--- src/rtl/mem_stage_ctrl.sv ---
// mem_stage_ctrl
//   MEM stage of the 5-stage pipeline, directly downstream of the EX/MEM
//   register. Loads and stores are issued to a multi-cycle data memory over a
//   req/ack handshake. While an access is outstanding the stage stalls the
//   pipeline. The write-back result, destination and control go into the
//   MEM/WB outputs.
//
//   Ports
//     clk, rst                 rising-edge clock, async active-high reset
//     ex_valid                 EX/MEM holds a real instruction (0 = bubble)
//     alu_res, store_data      ALU result / memory address, store data
//     nxt_pc                   PC+1, link value for jal
//     mem_read, mem_write      load / store (store wins if both are set)
//     reg_write, jal, halt     write-back control, link select, halt marker
//     dst                      destination register
//     dmem_req/we/addr/wdata   request side of the data-memory handshake
//     dmem_ack, dmem_rdata     completion strobe and load data (same cycle)
//     stall                    combinational hold for EX/MEM and upstream
//     wb_valid, wb_reg_write,
//     wb_dst, wb_data, wb_halt MEM/WB register outputs
//     mem_err                  sticky access-timeout flag
//
//   TIMEOUT is the number of BUSY cycles without an ack that the stage
//   tolerates before it declares an error. The legal range is 1..255.
//
//   state  | meaning
//   -------+------------------------------------------------------------
//   IDLE   | no access outstanding; non-memory ops pass in one cycle
//   BUSY   | request on dmem, waiting for ack; address/data held stable
//   ERR    | ack never came; pipeline frozen until reset
//   HALTED | a valid halt reached MEM/WB; pipeline frozen until reset

module mem_stage_ctrl #(
  parameter int unsigned TIMEOUT = 255
) (
  input  logic        clk,
  input  logic        rst,
  input  logic        ex_valid,
  input  logic [15:0] alu_res,
  input  logic [15:0] store_data,
  input  logic [15:0] nxt_pc,
  input  logic        mem_read,
  input  logic        mem_write,
  input  logic        reg_write,
  input  logic        jal,
  input  logic        halt,
  input  logic [4:0]  dst,
  output logic        dmem_req,
  output logic        dmem_we,
  output logic [15:0] dmem_addr,
  output logic [15:0] dmem_wdata,
  input  logic        dmem_ack,
  input  logic [15:0] dmem_rdata,
  output logic        stall,
  output logic        wb_valid,
  output logic        wb_reg_write,
  output logic [4:0]  wb_dst,
  output logic [15:0] wb_data,
  output logic        wb_halt,
  output logic        mem_err
);

  typedef enum logic [1:0] {
    IDLE   = 2'd0,
    BUSY   = 2'd1,
    ERR    = 2'd2,
    HALTED = 2'd3
  } state_t;

  localparam logic [7:0] TIMEOUT_CNT = 8'(TIMEOUT);

  state_t      state_q, state_d;
  logic [7:0]  cnt_q, cnt_d, cnt_inc;
  logic        memop;
  logic        halt_in;
  logic        stall_int;
  logic        capture;
  logic        latch_req;
  logic [15:0] wb_data_d;

  assign memop   = ex_valid & (mem_read | mem_write);
  assign halt_in = ex_valid & halt;
  assign cnt_inc = cnt_q + 8'd1;

  always_comb begin
    state_d   = state_q;
    cnt_d     = cnt_q;
    stall_int = 1'b0;
    capture   = 1'b0;
    latch_req = 1'b0;
    case (state_q)
      IDLE: begin
        if (memop) begin
          stall_int = 1'b1;
          latch_req = 1'b1;
          cnt_d     = 8'd0;
          state_d   = BUSY;
        end else begin
          capture = 1'b1;
          if (halt_in) state_d = HALTED;
        end
      end
      BUSY: begin
        // An ack arriving on the last allowed cycle still completes normally.
        if (dmem_ack) begin
          capture = 1'b1;
          cnt_d   = 8'd0;
          state_d = halt_in ? HALTED : IDLE;
        end else begin
          stall_int = 1'b1;
          cnt_d     = cnt_inc;
          if (cnt_inc == TIMEOUT_CNT) state_d = ERR;
        end
      end
      ERR:     stall_int = 1'b1;
      HALTED:  stall_int = 1'b1;
      default: state_d   = IDLE;
    endcase
  end

  // Reset has to clear stall immediately even when a memop is presented,
  // so the combinational stall is also gated by the reset pin.
  assign stall = stall_int & ~rst;

  assign dmem_req = (state_q == BUSY);
  assign mem_err  = (state_q == ERR);

  always_ff @(posedge clk or posedge rst) begin
    if (rst) begin
      state_q <= IDLE;
      cnt_q   <= 8'd0;
    end else begin
      state_q <= state_d;
      cnt_q   <= cnt_d;
    end
  end

  always_ff @(posedge clk or posedge rst) begin
    if (rst) begin
      dmem_we    <= 1'b0;
      dmem_addr  <= 16'd0;
      dmem_wdata <= 16'd0;
    end else if (latch_req) begin
      dmem_we    <= mem_write;
      dmem_addr  <= alu_res;
      dmem_wdata <= store_data;
    end
  end

  always_comb begin
    wb_data_d = alu_res;
    if (jal)                        wb_data_d = nxt_pc;
    else if (mem_read & ~mem_write) wb_data_d = dmem_rdata;
  end

  // Stalled edges load a bubble. In HALTED the last values are held so the
  // halt marker stays visible to WB.
  always_ff @(posedge clk or posedge rst) begin
    if (rst) begin
      wb_valid     <= 1'b0;
      wb_reg_write <= 1'b0;
      wb_dst       <= 5'd0;
      wb_data      <= 16'd0;
      wb_halt      <= 1'b0;
    end else if (capture) begin
      wb_valid     <= ex_valid;
      wb_reg_write <= ex_valid & reg_write & ~mem_write;
      wb_dst       <= dst;
      wb_data      <= wb_data_d;
      wb_halt      <= halt_in;
    end else if (state_q != HALTED) begin
      wb_valid     <= 1'b0;
      wb_reg_write <= 1'b0;
      wb_halt      <= 1'b0;
    end
  end

endmodule
--- config.mk ---
export PLATFORM = sky130hd
export DESIGN_NAME = mem_stage_ctrl
export DESIGN_NICKNAME = d
export VERILOG_FILES = /design/src/rtl/mem_stage_ctrl.sv
export SDC_FILE = /design/constraint.sdc
export NUM_CORES = 1
export LEC_CHECK = 0
export CAP_MARGIN = 20
export CORE_MARGIN = 5
export CORE_UTILIZATION = 50
export CTS_CLUSTER_DIAMETER = 100
export DETAILED_ROUTE_END_ITERATION = 10
export DONT_BUFFER_PORTS = 1
export SLEW_MARGIN = 20
export SYNTH_ARGS = -nofsm -noshare
export SYNTH_HDL_FRONTEND = slang
export SYNTH_SLANG_ARGS = --single-unit
--- constraint.sdc ---
create_clock -name clk -period 2.9 [get_ports clk]
set_input_delay 0 -clock clk [delete_from_list [all_inputs] [get_ports clk]]
set_output_delay 0 -clock clk [all_outputs]
set_load 0.1 [all_outputs]
; ---- Word-level counts from Yosys, hierarchy flattened
; Cells that the tools add are included.
[word_totals]
inputBits = 78
out_inout_bits = 60
regBits = 67
[op_classes]
eq_ne = 8
reduce_logical = 6
n_addsub = 1
mux = 22
n_bitwise = 9
[ops]
columns = operator, count
row1 = 16-bit 2-to-1 mux, 2
row2 = 8-bit 2-to-1 mux, 2
row3 = 8-bit case mux with 2 select lines, 1
row4 = 2-bit 2-to-1 mux, 5
row5 = 1-bit 2-to-1 mux, 9
row6 = "8-bit by 1-bit adder with 8-bit output, second input constant", 1
row7 = "8-bit == test, second input constant", 1
row8 = 1-bit bitwise AND, 6
row9 = "2-bit == test, second input constant", 2
row10 = "2-bit inequality test, second input constant", 2
row11 = 2-bit case mux with 2 select lines, 1
row12 = 2-bit nonzero test, 2
row13 = "3-bit by 1-bit inequality test with 1-bit output, second input constant", 1
row14 = "3-bit inequality test, second input constant", 1
row15 = 1-bit case mux with 3 select lines, 1
row16 = 3-bit AND reduction, 1
row17 = "2-bit by 1-bit == test with 1-bit output, second input constant", 1
row18 = 2-bit zero test, 1
row19 = 1-bit inverter, 2
row20 = 1-bit case mux with 2 select lines, 1
row21 = 2-bit AND reduction, 1
row22 = 2-bit OR reduction, 1
row23 = 1-bit OR, 1

; ---- Depth between registers and ports, before layout
[logic_depth]
depth_word = 5
ltp_mapped = 6
depth_no_buf = 6

; ---- Worst setup path after synthesis
; No wires, ideal clock.
[synth_timing]
kind = flip-flop to flip-flop
startpoint = register state_q[0]
endpoint = register cnt_q[5]
required_ps = 2766
path_slack_ps = 113
arrival_time_ps = 2654
path_stages_with_launch = 6
setup_ps = 134
path_cell_list = dfrtp_1 > clkbuf_8 > nor2b_1 > a21oi_1 > o21ai_0 > o41ai_2
[synth_between]
elab_chain_cells = 3
elab_cells_between_ends = 6
[synth_rtl]
columns = element, line
row1 = "start, declared", 72  ; state_t state_q, state_d;
row2 = "start signal, assigned", 133  ; state_q <= state_d;
row3 = 2-bit by 1-bit == test with 1-bit output *, --
row4 = named net dmem_req, 48  ; output logic dmem_req,
row5 = 2-bit nonzero test (no source line), --
row6 = 2-bit AND reduction (no source line), --
row7 = "end signal, assigned", 134  ; cnt_q <= cnt_d;
row8 = "end, declared", 73  ; logic [7:0] cnt_q, cnt_d, cnt_inc;
; Mark *: on every way through the listed nets, which the timed path passes. The rest lies on a longest branch.
; A chain may end at the register's enable or synchronous reset.

; ---- Worst setup path in the final report
[layout_timing]
startpoint = register state_q[0]
endpoint = output stall
[layout_between]
elab_chain_cells = 4
elab_cells_between_ends = 7
[layout_rtl]
columns = element, line
row1 = 2-bit == test, 91  ; case (state_q)
row2 = 2-bit OR reduction (no source line), --
row3 = 1-bit case mux with 3 select lines *, 91
row4 = 1-bit bitwise AND *, 123  ; assign stall = stall_int & ~rst;
row5 = "end, declared", 54  ; output logic stall,
; Mark *: on every way between the ends. The rest lies on a longest branch, timed or not.

==> qor.tcl <==
set qor(die_y_um) 90.35
set qor(post_cts_buffers) 0
set qor(multi_input_logic_area_um2) 1411
set qor(drive_gt1_share_pct) 26.39
set qor(floorplan.die_area_um2) 8163
set qor(largest_incremental_delay_on_the_critical_path_ns) 0.70
set qor(worst-r2r-cell-count) 4
set qor(post-dp-hpwl_um) 4879
set qor(synth.most_common_cell) {dfrtp_1}
set qor(post-route-min-period_ns) 2.082
set qor(core_region_area_um2) 6314
set qor(synth.yosys.seq_area_share_pct) 51.94
set qor(timing.critical_path.fanout_max) 25
set qor(synth-edff-count) 0
set qor(worst-r2r-setup-slack_ns) 0.83
set qor(tightestPinTransition_ns) 0.9872
set qor(slew-limit-headroom_pct) 33.97
set qor(crit_slowest_cell) {o21ai_4}
set qor(boundaryPins) 138
set qor(routed-via-count) 2319
set qor(worst_skew_pair.late_latency_ns) 0.34
set qor(cp-endpoint) {stall}
set qor(syn_area_um2) 3228
set qor(number_of_endpoints_failing_setup_at_the_final_stage) 0
set qor(grt_pass1_wl_um) 12610
set qor(finalNetCount) 416
set qor(synth_cells) 265
set qor(placement.io_buffers) 0
set qor(maximum_number_of_pins_on_one_net_before_global_route_repair) 44
set qor(hold_class) {in -> reg}
set qor(worstPathCellList) {o21ai_4 -> and2_1 -> buf_4}
set qor(run_status) {completed}
set qor(async_s_r_ff_share_synth_pct) 100.0
set qor(hold_viol) 0
set qor(max_freq_ghz) 0.4802
set qor(worst_clock_skew_ns) 0.006990
set qor(antenna_violations_before_repair) 1
set qor(synthesis.yosys.warnings) 0
set qor(worst-endpoint-arrival_ns) 2.08
set qor(via_per_inst) 5.548
set qor(die_width_um) 90.35
set qor(drc) 0
set qor(total_wirelength_um) 7681
set qor(drt_iter0_drc) 45
set qor(yosys_register_bits) 67
set qor(diodes) 0
set qor(clock_tree.buffer_depth) 2
set qor(congestion_overflow_gr) 0
set qor(timing.final.crit_share_pct) 71.80
set qor(setup_ws_ns) 0.8177
set qor(preCtsSetupSlack_ns) 1.019
set qor(tritoncts_clock_tree) {yes}
set qor(rr_endpoint) {wb_reg_write$_DFFE_PP0P_}
set qor(path_delay_family) {compound AO/OA/AOI/OAI gates}
set qor(worst_ep_required_time_ns) 2.90
set qor(worst_setup_path_startpoint) {state_q[0]$_DFFE_PP0P_}
set qor(initial_core_util_pct) 51.13
set qor(post_synth_most_frequent_cells) {dfrtp_1, mux2_2, o21ai_0}
set qor(timing_max_transition_violations_final) 0
set qor(htreeDepth) 3
set qor(crit_type) {reg -> out}
set qor(cts_made_buffers) 9
set qor(start_kind) {register}
set qor(critical_path.endpoint_type) {primary output}
set qor(dr.pass1.iters) 4
set qor(routabilityCongestion) 0.7717
set qor(global_route.usage.total_pct) 19.10
set qor(row_count) 29
set qor(synth_flop_cell) {dfrtp_1}
set qor(clkTransAtPathRegs_ns) 0.07
set qor(synthDominantCellAreaShare_pct) 51.94
set qor(number_of_global_route_vias_before_repair) 2451
set qor(synthDistinctLibCells) 46
set qor(cp.depth) 3
set qor(timing.critical_path.buf_inv) 1
set qor(rr_startpoint) {state_q[0]$_DFFE_PP0P_}
set qor(unrepaired_setup_endpoints_after_global_routing) {no}
set qor(synth_area_leader_cell) {dfrtp_1}
set qor(synth.avg_cell_area_um2) 12.18
set qor(max_capacitance_violation_count) 0
set qor(wl_per_cell_um) 18.38
set qor(finalSetupTns_ns) 0
set qor(cts_num_sinks) 67
set qor(synth_nets) 345
set qor(ys_top_cells_by_area) {dfrtp_1, mux2_2, mux2i_1}
set qor(syn_to_final_growth_pct) 29.38
set qor(ff_latch_area_um2) 1677
set qor(root_buffer) {clkbuf_8}
set qor(antenna_left) 0
set qor(fill_cells) 488
## what timing repair did
item	4_1_cts	5_1_grt
resized for setup	0	0
hold buffers	67	0
endpoints found under the setup margin	0	0
hold endpoints to repair	84	0
## worst reg2reg max path: stages, from the launching register on
cell,delay [ns]
dfrtp_1,0.52
a21oi_1,0.29
o21ai_4,0.27
o41ai_1,0.34
dlygate4sd3_1,0.60
## area by class of cell
class	count	area share, %
Sequential cell	67	40.14
Multi-Input combinational cell	175	33.79
Timing Repair Buffer	76	17.68
Clock buffer	12	3.715
Tap cell	77	2.307
Clock inverter	4	1.738
Inverter	7	0.6291
## worst min-delay path by stage
stage                        startpoint                  endpoint  slack (ns)  cells after the start
after floorplan               mem_write  wb_reg_write$_DFFE_PP0P_         0.1                      1
after global placement              rst     wb_dst[0]$_DFFE_PP0P_       -0.05                      1
after detailed placement            rst     wb_dst[0]$_DFFE_PP0P_       -0.04                      1
after CTS                 dmem_rdata[7]    wb_data[7]$_DFFE_PP0P_      0.0001                      3
after global routing      dmem_rdata[8]    wb_data[8]$_DFFE_PP0P_        0.02                      3
final                     dmem_rdata[7]    wb_data[7]$_DFFE_PP0P_        0.01                      3
## cells by family after synthesis
group,synth area share (%)
XOR/XNOR,0.2714
multiplexers,24.26
AO/OA/AOI/OAI,9.845
buffers and inverters,4.496
adder cells (fa/ha/maj),0.7751
flip-flops,51.94
AND/OR/NAND/NOR,8.411
## through the flow
step                hold slack, ns  utilization, %  cells  area [µm²]
finish                     0.01053           66.15    418        4177
CTS                      0.0001305           66.15    418        4177
floorplan                  0.09785               -    265        3228
global route               0.02346           66.15    418        4177
global placement          -0.05017           51.92    335        3278
detailed placement        -0.04004           51.92    335        3278
## state kept, by name, indices dropped and copies added (netlist names)
register and count:
wb_reg_write 1, wb_dst 5, cnt_q 8, dmem_wdata 16, wb_halt 1, wb_valid 1, dmem_addr 16, wb_data 16
dmem_we 1, state_q 2
## layout by cell type, fill, tap and decap left out, drive strengths merged, types with 2 or more instances in the layout
| cell type | Yosys | layout |
|---|---|---|
| nand2 | 25 | 25 |
| a21oi | 3 | 3 |
| inv | 7 | 7 |
| dlygate4sd3 | 0 | 67 |
| nor2b | 2 | 2 |
| mux2i | 16 | 16 |
| nand4 | 2 | 2 |
| clkbuf | 6 | 12 |
| mux2 | 55 | 55 |
| a31oi | 2 | 2 |
| o41ai | 3 | 3 |
| buf | 10 | 9 |
| o31ai | 3 | 3 |
| nor2 | 3 | 3 |
| and2 | 2 | 2 |
| nand3 | 7 | 7 |
| o21ai | 31 | 31 |
| dfrtp | 67 | 67 |
| bufinv | 0 | 2 |
| ha | 2 | 2 |
## layer usage
metal  track usage (%)  share of wire [%]  vias to the layer above
met5                 0               0.17                        -
met4             6.824                1.4                        2
met3             8.667                9.8                       11
met2             30.79                 49                      102
met1             22.43                 40                     1119
li1                  -                  -                     1085
Power is not shown: default switching activity piles up to over one toggle a cycle in this logic, so the estimate is an artifact.
